==> config.mk <==
export PLATFORM = sky130hd
export DESIGN_NAME = crypto_frame_parser
export DESIGN_NICKNAME = d
export VERILOG_FILES = /design/src/rtl/crypto_pkg.sv /design/src/rtl/axis_reg_slice.sv /design/src/rtl/crypto_frame_parser.sv
export SDC_FILE = /design/constraint.sdc
export NUM_CORES = 1
export LEC_CHECK = 0
export BUFFER_PORTS_ARGS = -buffer_cell sky130_fd_sc_hd__buf_4
export CORE_AREA = 2 2 204 206
export CTS_CLUSTER_SIZE = 28
export DETAILED_ROUTE_END_ITERATION = 6
export DIE_AREA = 0 0 206 208
export GPL_TIMING_DRIVEN = 0
export PLACE_DENSITY = 0.65
export SYNTH_ARGS = -nofsm -noshare
export SYNTH_HDL_FRONTEND = slang
export SYNTH_HIERARCHICAL = 1
export SYNTH_SLANG_ARGS = --single-unit
==> constraint.sdc <==
create_clock -name clk -period 2.2 [get_ports clk]
set_clock_uncertainty 0.05 [all_clocks]
set_input_delay 0.44 -clock clk [delete_from_list [all_inputs] [get_ports clk]]
set_output_delay 0.44 -clock clk [all_outputs]
set_load 0.01 [all_outputs]
==> src/rtl/crypto_pkg.sv <==
// ============================================================================
// Module   : crypto_pkg
// Purpose  : Shared types and defaults for the crypto frame parser datapath.
// Revision : 1.0 - initial release
// ============================================================================
`default_nettype none

package crypto_pkg;

  localparam int DEFAULT_DATA_WIDTH = 128;
  localparam int DEFAULT_CTR_WIDTH  = 32;
  localparam int BEAT_CNT_W         = 16;

  typedef enum logic [1:0] {
    ST_KEY     = 2'd0,
    ST_HDR     = 2'd1,
    ST_PAYLOAD = 2'd2,
    ST_DISCARD = 2'd3
  } state_t;

endpackage

`default_nettype wire

==> src/rtl/axis_reg_slice.sv <==
// ============================================================================
// Module   : axis_reg_slice
// Purpose  : 1-entry valid/ready register stage carrying DATA + LAST.
// Revision : 1.0 - initial release
// ============================================================================
`default_nettype none

module axis_reg_slice #(
  parameter int WIDTH = 128
) (
  input  logic             clk,
  input  logic             rst_n,
  input  logic             i_s_valid,
  output logic             o_s_ready,
  input  logic [WIDTH-1:0] i_s_data,
  input  logic             i_s_last,
  output logic             o_m_valid,
  output logic [WIDTH-1:0] o_m_data,
  output logic             o_m_last,
  input  logic             i_m_ready
);

  logic             r_valid;
  logic [WIDTH-1:0] r_data;
  logic             r_last;

  // Accept whenever the stage is empty or is being emptied this cycle.
  assign o_s_ready = !r_valid || i_m_ready;

  always_ff @(posedge clk or negedge rst_n) begin
    if (!rst_n) begin
      r_valid <= 1'b0;
      r_data  <= '0;
      r_last  <= 1'b0;
    end else if (o_s_ready) begin
      r_valid <= i_s_valid;
      if (i_s_valid) begin
        r_data <= i_s_data;
        r_last <= i_s_last;
      end
    end
  end

  assign o_m_valid = r_valid;
  assign o_m_data  = r_data;
  assign o_m_last  = r_last;

endmodule

`default_nettype wire

==> src/rtl/crypto_frame_parser.sv <==
// ============================================================================
// Module   : crypto_frame_parser
// Purpose  : Splits key/header/payload frames; optional CRYPTO_PARSER_LEN_OUT_EN
//            adds frame_beats (payload length of the last completed frame).
// Revision : 1.0 - initial release
// ============================================================================
`default_nettype none

module crypto_frame_parser
  import crypto_pkg::*;
#(
  parameter int DATA_WIDTH        = DEFAULT_DATA_WIDTH,
  parameter int KEY_BEATS         = 1,
  parameter int CTR_WIDTH         = DEFAULT_CTR_WIDTH,
  parameter int MAX_PAYLOAD_BEATS = 256
) (
  input  logic                            clk,
  input  logic                            rst_n,
  output logic                            S_AXIS_TREADY,
  input  logic [DATA_WIDTH-1:0]           S_AXIS_TDATA,
  input  logic                            S_AXIS_TLAST,
  input  logic                            S_AXIS_TVALID,
  output logic                            M_AXIS_TVALID,
  output logic [DATA_WIDTH-1:0]           M_AXIS_TDATA,
  output logic                            M_AXIS_TLAST,
  input  logic                            M_AXIS_TREADY,
  output logic [KEY_BEATS*DATA_WIDTH-1:0] key_o,
  output logic                            key_valid,
  output logic [DATA_WIDTH-CTR_WIDTH-1:0] nonce_o,
  output logic [CTR_WIDTH-1:0]            ctr_o,
  output logic                            hdr_valid,
  output logic                            frame_err
`ifdef CRYPTO_PARSER_LEN_OUT_EN
  ,
  output logic [15:0]                     frame_beats
`endif
);

  localparam int KEY_W  = KEY_BEATS * DATA_WIDTH;
  localparam int KCNT_W = (KEY_BEATS > 1) ? $clog2(KEY_BEATS) : 1;
  localparam logic [KCNT_W-1:0]     C_LAST_KEY  = KCNT_W'(KEY_BEATS - 1);
  localparam logic [BEAT_CNT_W-1:0] C_MAX_BEATS = BEAT_CNT_W'(MAX_PAYLOAD_BEATS);

  state_t                        r_state, w_next;
  logic                          r_active;
  logic [KCNT_W-1:0]             r_key_cnt;
  logic [BEAT_CNT_W-1:0]         r_beat_cnt;
  logic [KEY_W-1:0]              r_key;
  logic [DATA_WIDTH-CTR_WIDTH-1:0] r_nonce;
  logic [CTR_WIDTH-1:0]          r_ctr;
  logic                          r_key_valid, r_hdr_valid, r_frame_err;

  logic                          w_tready, w_xfer, w_slice_ready, w_slice_valid;
  logic                          w_key_done, w_key_err, w_hdr_ok, w_hdr_err;
  logic                          w_pay_end, w_trunc;
  logic [BEAT_CNT_W-1:0]         w_beat_inc;
  logic [KEY_W-1:0]              w_key_shift;

  // r_active holds TREADY low through reset and its release cycle.
  always_ff @(posedge clk or negedge rst_n) begin
    if (!rst_n) r_active <= 1'b0;
    else        r_active <= 1'b1;
  end

  assign w_tready      = r_active && ((r_state == ST_PAYLOAD) ? w_slice_ready : 1'b1);
  assign w_xfer        = S_AXIS_TVALID && w_tready;
  assign w_slice_valid = S_AXIS_TVALID && r_active && (r_state == ST_PAYLOAD);
  assign w_beat_inc    = r_beat_cnt + BEAT_CNT_W'(1);
  assign w_key_shift   = KEY_W'({r_key, S_AXIS_TDATA});
  assign S_AXIS_TREADY = w_tready;

  always_ff @(posedge clk or negedge rst_n) begin
    if (!rst_n) r_state <= ST_KEY;
    else        r_state <= w_next;
  end

  always_comb begin
    w_next     = r_state;
    w_key_done = 1'b0;
    w_key_err  = 1'b0;
    w_hdr_ok   = 1'b0;
    w_hdr_err  = 1'b0;
    w_pay_end  = 1'b0;
    w_trunc    = 1'b0;
    case (r_state)
      ST_KEY: begin
        if (w_xfer) begin
          if (S_AXIS_TLAST) begin
            w_key_err = 1'b1;
          end else if (r_key_cnt == C_LAST_KEY) begin
            w_key_done = 1'b1;
            w_next     = ST_HDR;
          end
        end
      end
      ST_HDR: begin
        if (w_xfer) begin
          if (S_AXIS_TLAST) begin
            w_hdr_err = 1'b1;
            w_next    = ST_KEY;
          end else begin
            w_hdr_ok = 1'b1;
            w_next   = ST_PAYLOAD;
          end
        end
      end
      ST_PAYLOAD: begin
        if (w_xfer) begin
          if (S_AXIS_TLAST) begin
            w_pay_end = 1'b1;
            w_next    = ST_KEY;
          end else if (w_beat_inc == C_MAX_BEATS) begin
            w_trunc = 1'b1;
            w_next  = ST_DISCARD;
          end
        end
      end
      ST_DISCARD: begin
        if (w_xfer && S_AXIS_TLAST) w_next = ST_KEY;
      end
      default: w_next = ST_KEY;
    endcase
  end

  always_ff @(posedge clk or negedge rst_n) begin
    if (!rst_n) begin
      r_key       <= '0;
      r_key_cnt   <= '0;
      r_nonce     <= '0;
      r_ctr       <= '0;
      r_beat_cnt  <= '0;
      r_key_valid <= 1'b0;
      r_hdr_valid <= 1'b0;
      r_frame_err <= 1'b0;
    end else begin
      r_key_valid <= w_key_done;
      r_hdr_valid <= w_hdr_ok;
      r_frame_err <= w_key_err || w_hdr_err || w_trunc;
      if (w_xfer && (r_state == ST_KEY)) r_key <= w_key_shift;
      if (w_key_err || w_key_done)
        r_key_cnt <= '0;
      else if (w_xfer && (r_state == ST_KEY))
        r_key_cnt <= r_key_cnt + KCNT_W'(1);
      if (w_hdr_ok) begin
        r_nonce <= S_AXIS_TDATA[DATA_WIDTH-1:CTR_WIDTH];
        r_ctr   <= S_AXIS_TDATA[CTR_WIDTH-1:0];
      end
      if (w_pay_end || w_trunc)
        r_beat_cnt <= '0;
      else if (w_xfer && (r_state == ST_PAYLOAD))
        r_beat_cnt <= w_beat_inc;
    end
  end

`ifdef CRYPTO_PARSER_LEN_OUT_EN
  logic [15:0] r_frame_beats;
  always_ff @(posedge clk or negedge rst_n) begin
    if (!rst_n)                    r_frame_beats <= '0;
    else if (w_pay_end || w_trunc) r_frame_beats <= 16'(w_beat_inc);
  end
  assign frame_beats = r_frame_beats;
`endif

  // Truncated beat leaves with LAST forced so the cipher core closes the frame.
  axis_reg_slice #(.WIDTH(DATA_WIDTH)) u_out_slice (
    .clk       (clk),
    .rst_n     (rst_n),
    .i_s_valid (w_slice_valid),
    .o_s_ready (w_slice_ready),
    .i_s_data  (S_AXIS_TDATA),
    .i_s_last  (S_AXIS_TLAST || w_trunc),
    .o_m_valid (M_AXIS_TVALID),
    .o_m_data  (M_AXIS_TDATA),
    .o_m_last  (M_AXIS_TLAST),
    .i_m_ready (M_AXIS_TREADY)
  );

  assign key_o     = r_key;
  assign nonce_o   = r_nonce;
  assign ctr_o     = r_ctr;
  assign key_valid = r_key_valid;
  assign hdr_valid = r_hdr_valid;
  assign frame_err = r_frame_err;

endmodule

`default_nettype wire
## Word-level counts from Yosys, hierarchy flattened

Cells that the tools add are included.

| storage, ports and cells | value |
|---|---|
| logic and storage cells | 76 |
| memories | 0 |
| latch bits | 0 |
| memory bits (writable) | 0 |
| output and inout bits | 390 |
| bits of input ports | 133 |
| register bits | 409 |
| memory bits (read-only) | 0 |

| operators by class | value |
|---|---|
| multiply operators | 0 |
| add/sub/neg operators | 2 |
| multiplexer cells | 31 |
| reduce and logical (&&, ||, !) cells | 19 |
| div/mod/pow operators | 0 |
| shift-type cells | 0 |
| bitwise operators | 0 |
| order comparisons | 0 |
| equality and inequality tests | 11 |

Operators by type and width:

| operator | number |
|---|---|
| 2-to-1 mux 16 bit | 2 |
| 2-to-1 mux 1 bit | 19 |
| 2-to-1 mux 2 bit | 9 |
| adder 16 x 1 -> 16 bit, second input constant | 1 |
| equality test 16 x 9 -> 1 bit, second input constant | 1 |
| != test 2 bit, second input constant | 6 |
| case mux 2 bit (4 select lines) | 1 |
| logical AND 1 bit | 7 |
| AND reduction 7 bit | 1 |
| logical OR 1 bit | 6 |
| equality test 2 bit, second input constant | 2 |
| nonzero test 2 bit | 2 |
| != test 3 x 2 -> 1 bit, second input constant | 1 |
| equality test 2 x 1 -> 1 bit, second input constant | 1 |
| zero test 2 bit | 1 |
| AND reduction 2 bit | 1 |
| adder 1 bit, second input constant | 1 |
| zero test 1 bit | 1 |

## Depth between registers and ports, before layout

| logic depth | value |
|---|---|
| depth in word-level cells | 9 |
| gate-level depth with buffers | 8 |
| gate-level depth less buffers | 7 |

## By module

Netlist, hierarchy kept.

Modules (own cells, without submodules):

| module | cells an instance | sequential area each (um^2) | area an instance (um^2) | times used |
|---|---|---|---|---|
| crypto_frame_parser | 694 | 6981.7 | 10771.6 | 1 |
| axis_reg_slice | 276 | 3253.1 | 5262.5 | 1 |

## Worst setup path after synthesis

No wires, ideal clock.

| timing | value |
|---|---|
| kind | register -> register |
| start | reg r_beat_cnt[0] |
| end | reg u_out_slice.r_last, in the netlist u_out_slice/o_m_last |
| slack | -0.012 ns |
| library setup time | 0.064 ns |
| arrival | 2.097 ns |
| cell stages (with the launch flop) | 8 |
| path buffers | 0 |
| required time | 2.086 ns |
| clock period less this slack | 2.212 ns |
| cells stage by stage | dfrtp_1 ha_1 nand3_1 o21ai_0 or4b_4 a2111oi_4 a21o_2 mux2_2 |

| between the ends | value |
|---|---|
| word-level cells in the longest chain between the ends | 7 |

RTL lines:

| element | line | RTL |
|---|---|---|
| start, declared | crypto_frame_parser.sv:47 | `logic [BEAT_CNT_W-1:0] r_beat_cnt;` |
| start signal, assigned | crypto_frame_parser.sv:151 | `r_beat_cnt <= w_beat_inc;` |
| adder 16 x 1 -> 16 bit | crypto_frame_parser.sv:68 | `assign w_beat_inc = r_beat_cnt + BEAT_CNT_W'(1);` |
| equality test 16 x 9 -> 1 bit | crypto_frame_parser.sv:112 | `end else if (w_beat_inc == C_MAX_BEATS) begin` |
| 2-to-1 mux 1 bit | crypto_frame_parser.sv:112 |  |
| 2-to-1 mux 1 bit | crypto_frame_parser.sv:109 | `if (S_AXIS_TLAST) begin` |
| 2-to-1 mux 1 bit | crypto_frame_parser.sv:108 | `if (w_xfer) begin` |
| 2-to-1 mux 1 bit | crypto_frame_parser.sv:85 | `case (r_state)` |
| logical OR 1 bit | crypto_frame_parser.sv:171 | `.i_s_last (S_AXIS_TLAST \|\| w_trunc),` |
| end signal, assigned | axis_reg_slice.sv:39 | `r_last <= i_s_last;` |
| end, declared | axis_reg_slice.sv:25 | `logic r_last;` |

No other way between the ends.
A chain may end at the register's enable or synchronous reset.

## Worst setup path after layout

| timing | value |
|---|---|
| start | reg r_beat_cnt[5] |
| end | reg u_out_slice.r_last, in the netlist u_out_slice/o_m_last |

The elaborated chain is that of the path after synthesis.

==> metrics.yaml <==
status: "complete, but fails checks"
violations: "setup timing"
r2r-end: "u_out_slice/o_m_last"
grt_pass1_wl_um: 69160
cts_sinks: 409
rsz0062_at_grt: "yes"
ff_latch_area_sq_mm: 0.01025
area_growth_pct: 40.49
grt_start_max_net_pins: 124
drv_cap: 0
finalNetCount: 1695
setup.worst_path.start: "r_beat_cnt[5]"
grt_use_met3: 0.05921
cts_buffers: 45
tightest_slew_ns: 0.7211
finalSetupViolCount: 1
diodes: 0
stdcell_count: 2121
io_buffers: 522
critPathLaunchType: "flop"
post-synth-top-count-cell: "dfrtp_1"
synthTopCellsByCount: "dfrtp_1, mux2_2, mux2_4"
placed_area_sq_mm: 0.02071
synth_top_area_share: 0.6383
fin_crit_sh: 1.006
cp_slowest_cell: "or4b_4"
hold_viol_final: 0
clk_path_buf_depth: 3
clk_pin_slew_worst_paths_ns: 0.06
grtUsageTotal: 0.2117
wl_per_cell_um: 21.64
grt_use_met2: 0.3558
r2r_start: "r_beat_cnt[5]"
grt.busiest_layer: "met2"
cp_max_fo: 5
fin_area_sq_mm: 0.02253
die_x_um: 206
synth_flop_cell: "dfrtp_1"
core_area_sq_mm: 0.04055
ys_types: 48
dpl.hpwl_um: 33160
via_count: 10380
use_met1: 0.2611
syn_inst: 970
place.gp.congestion: 0.8948
fp-row-count: 74
die_area_sq_mm: 0.04285
multi_input_area_sq_mm: 0.005592
synth_nets: 1104
dieHeight_um: 208
drc: 0
drt_iter0_markers: 503
critical_path_depth: 6
antenna_found_initial: 1
crit_required_ns: 2.63
rrSetupSlack_ns: -0.01
synth_area_leaders: "dfrtp_1, mux2_2, mux2_4"
leakage_nw: 10.93
synth.avg_cell_area_sq_um: 16.53
synth_top_cell_by_area: "dfrtp_1"
grt_pass1_vias: 11100
syn-cell-area_sq_mm: 0.01603
wirelength_um: 45890
drt.antenna.violating_nets: 0
slowest_delay_ns: 0.57
cts_tree: "done"
drt-vias-per-instance: 4.896
drive_gt1_frac: 0.6734
io_pins: 523
r2r_cells: 6
synthArstFlopShare: 1.000
ctsHtreeMaxLevel: 2
fill_cells: 3347
synth_seq_area_share: 0.6383
hold_path_class: "input port to flop"
synth_edf_count: 0
worstSetupPathType: "flop to flop"
drv_slew: 0
dr.pass1.iters: 4
relSlewSlack: 0.5193
p_per_area_mw_per_mm2: 1537
arrival_ns: 2.65
start_util: 0.3954
max_freq_ghz: 0.4516
yosysWarnings: 6
cp-end-kind: "flop"
dp.cells: 2027
ir_worst_vdd_mv: 0.7892
crit_family: "simple AND/OR/NAND/NOR gates"
globalRoute.totalOverflow: 0
cp-endpoint: "u_out_slice/o_m_last"
worstSkewPairLatency_ns: 0.56
post-route-min-period_ns: 2.214
timing.final.ws_setup_ns: -0.01423
crit_buf_inv: 0
ys_ff_latch: 409
cts-root-buf: "clkbuf_16"
cp_cell_sequence: "and4_4, nand3_4, or4b_4, a2111oi_4, a21o_2, mux2_4"
## worst min path at each step
stage | depth (start not counted) | end | from
CTS | 2 | u_out_slice/o_m_data[80] | S_AXIS_TDATA[80]
detailed placement | 1 | key_valid | r_key_cnt
global placement | 1 | key_valid | r_key_cnt
global route | 2 | u_out_slice/o_m_data[78] | S_AXIS_TDATA[78]
finish | 2 | u_out_slice/o_m_data[114] | S_AXIS_TDATA[114]
floorplan | 0 | ctr_o[0] | rst_n
## per-stage QoR
step / util / power, mW / setup slack, ns / setup TNS, ns / hold slack, ns
after floorplan: - / 19.40 / 0.03776 / 0 / 0.09441
final: 0.5555 / 34.62 / -0.01423 / -0.01423 / 0.07532
after CTS: 0.5529 / 35.04 / -0.09228 / -4.164 / 0.03336
after detailed placement: 0.5107 / 27.28 / -1.288 / -251.15 / 0.3995
after global placement: 0.5085 / 26.96 / -3.516 / -1665.77 / 0.3877
after global routing: 0.5555 / 36.45 / -0.08477 / -0.2592 / 0.05017
## repair_timing
action                                 in CTS  in global routing
hold buffers                                1                  0
setup endpoints to repair                 264                445
cloned                                      0                  1
endpoints found under the hold margin      79                  0
setup buffers                              17                  2
resized for setup                          48                 32
pin swaps                                   9                  8
## kinds of logic (layout without fill, tap and decap cells)
kind of cell / after synthesis / in the layout / share of synthesized area
multiplexers: 388 / 388 / 0.2960
AO/OA/AOI/OAI: 42 / 42 / 0.01787
AND/OR/NAND/NOR: 76 / 76 / 0.02661
other: 1 / 1 / 0.0002339
buffers and inverters: 52 / 671 / 0.01966
flip-flops: 409 / 409 / 0.6383
XOR/XNOR: 1 / 1 / 0.0005463
adder cells (fa/ha/maj): 1 / 1 / 0.0007802
## report_power, final
group          total (mW)  leakage, nW  internal [mW]  switching (mW)
Sequential           13.2         4.92           11.2            2.08
Clock                7.38        0.711           4.36            3.02
Combinational        14.0         5.29           8.22            5.78
## placed cells by master, fill, tap and decap left out, types with 4 or more instances in the layout
master / count
buf_4: 547
dfrtp_1: 399
mux2_2: 284
mux2_4: 102
clkbuf_16: 47
buf_6: 18
nand2_1: 17
nor2_1: 16
clkbuf_1: 14
clkbuf_8: 14
a21oi_1: 11
dfrtp_2: 10
o21ai_0: 9
nor3_1: 7
clkbuf_2: 7
a21o_1: 5
clkbuf_4: 4
buf_2: 4
clkinv_2: 4
## area by class of cell
type                    instances  share of cell area
plain buffers                  47             0.01672
clock buffers                  67             0.06038
clock inverters                 8            0.003666
repair buffers                546              0.1861
flip-flops and latches        409              0.4549
multi-input cells             509              0.2482
inverters                       3           0.0004999
well taps                     532             0.02955
## routing by layer
layer  routed length (um)  share of wire
met4                 1270          0.028
met5                   13        0.00028
met2                23240           0.51
met3                 3124          0.068
met1                18250           0.40
## state kept, by name, indices dropped and copies added, names as in the netlist
name and flops:
hdr_valid 1, r_active 1, key_valid 1, nonce_o 96
u_out_slice/o_m_last 1, key_o 128, ctr_o 32, u_out_slice/o_m_valid 1
frame_err 1, r_state 2, u_out_slice/o_m_data 128, r_key_cnt 1
r_beat_cnt 16
Note: power is estimated with default switching activity, not from simulation.
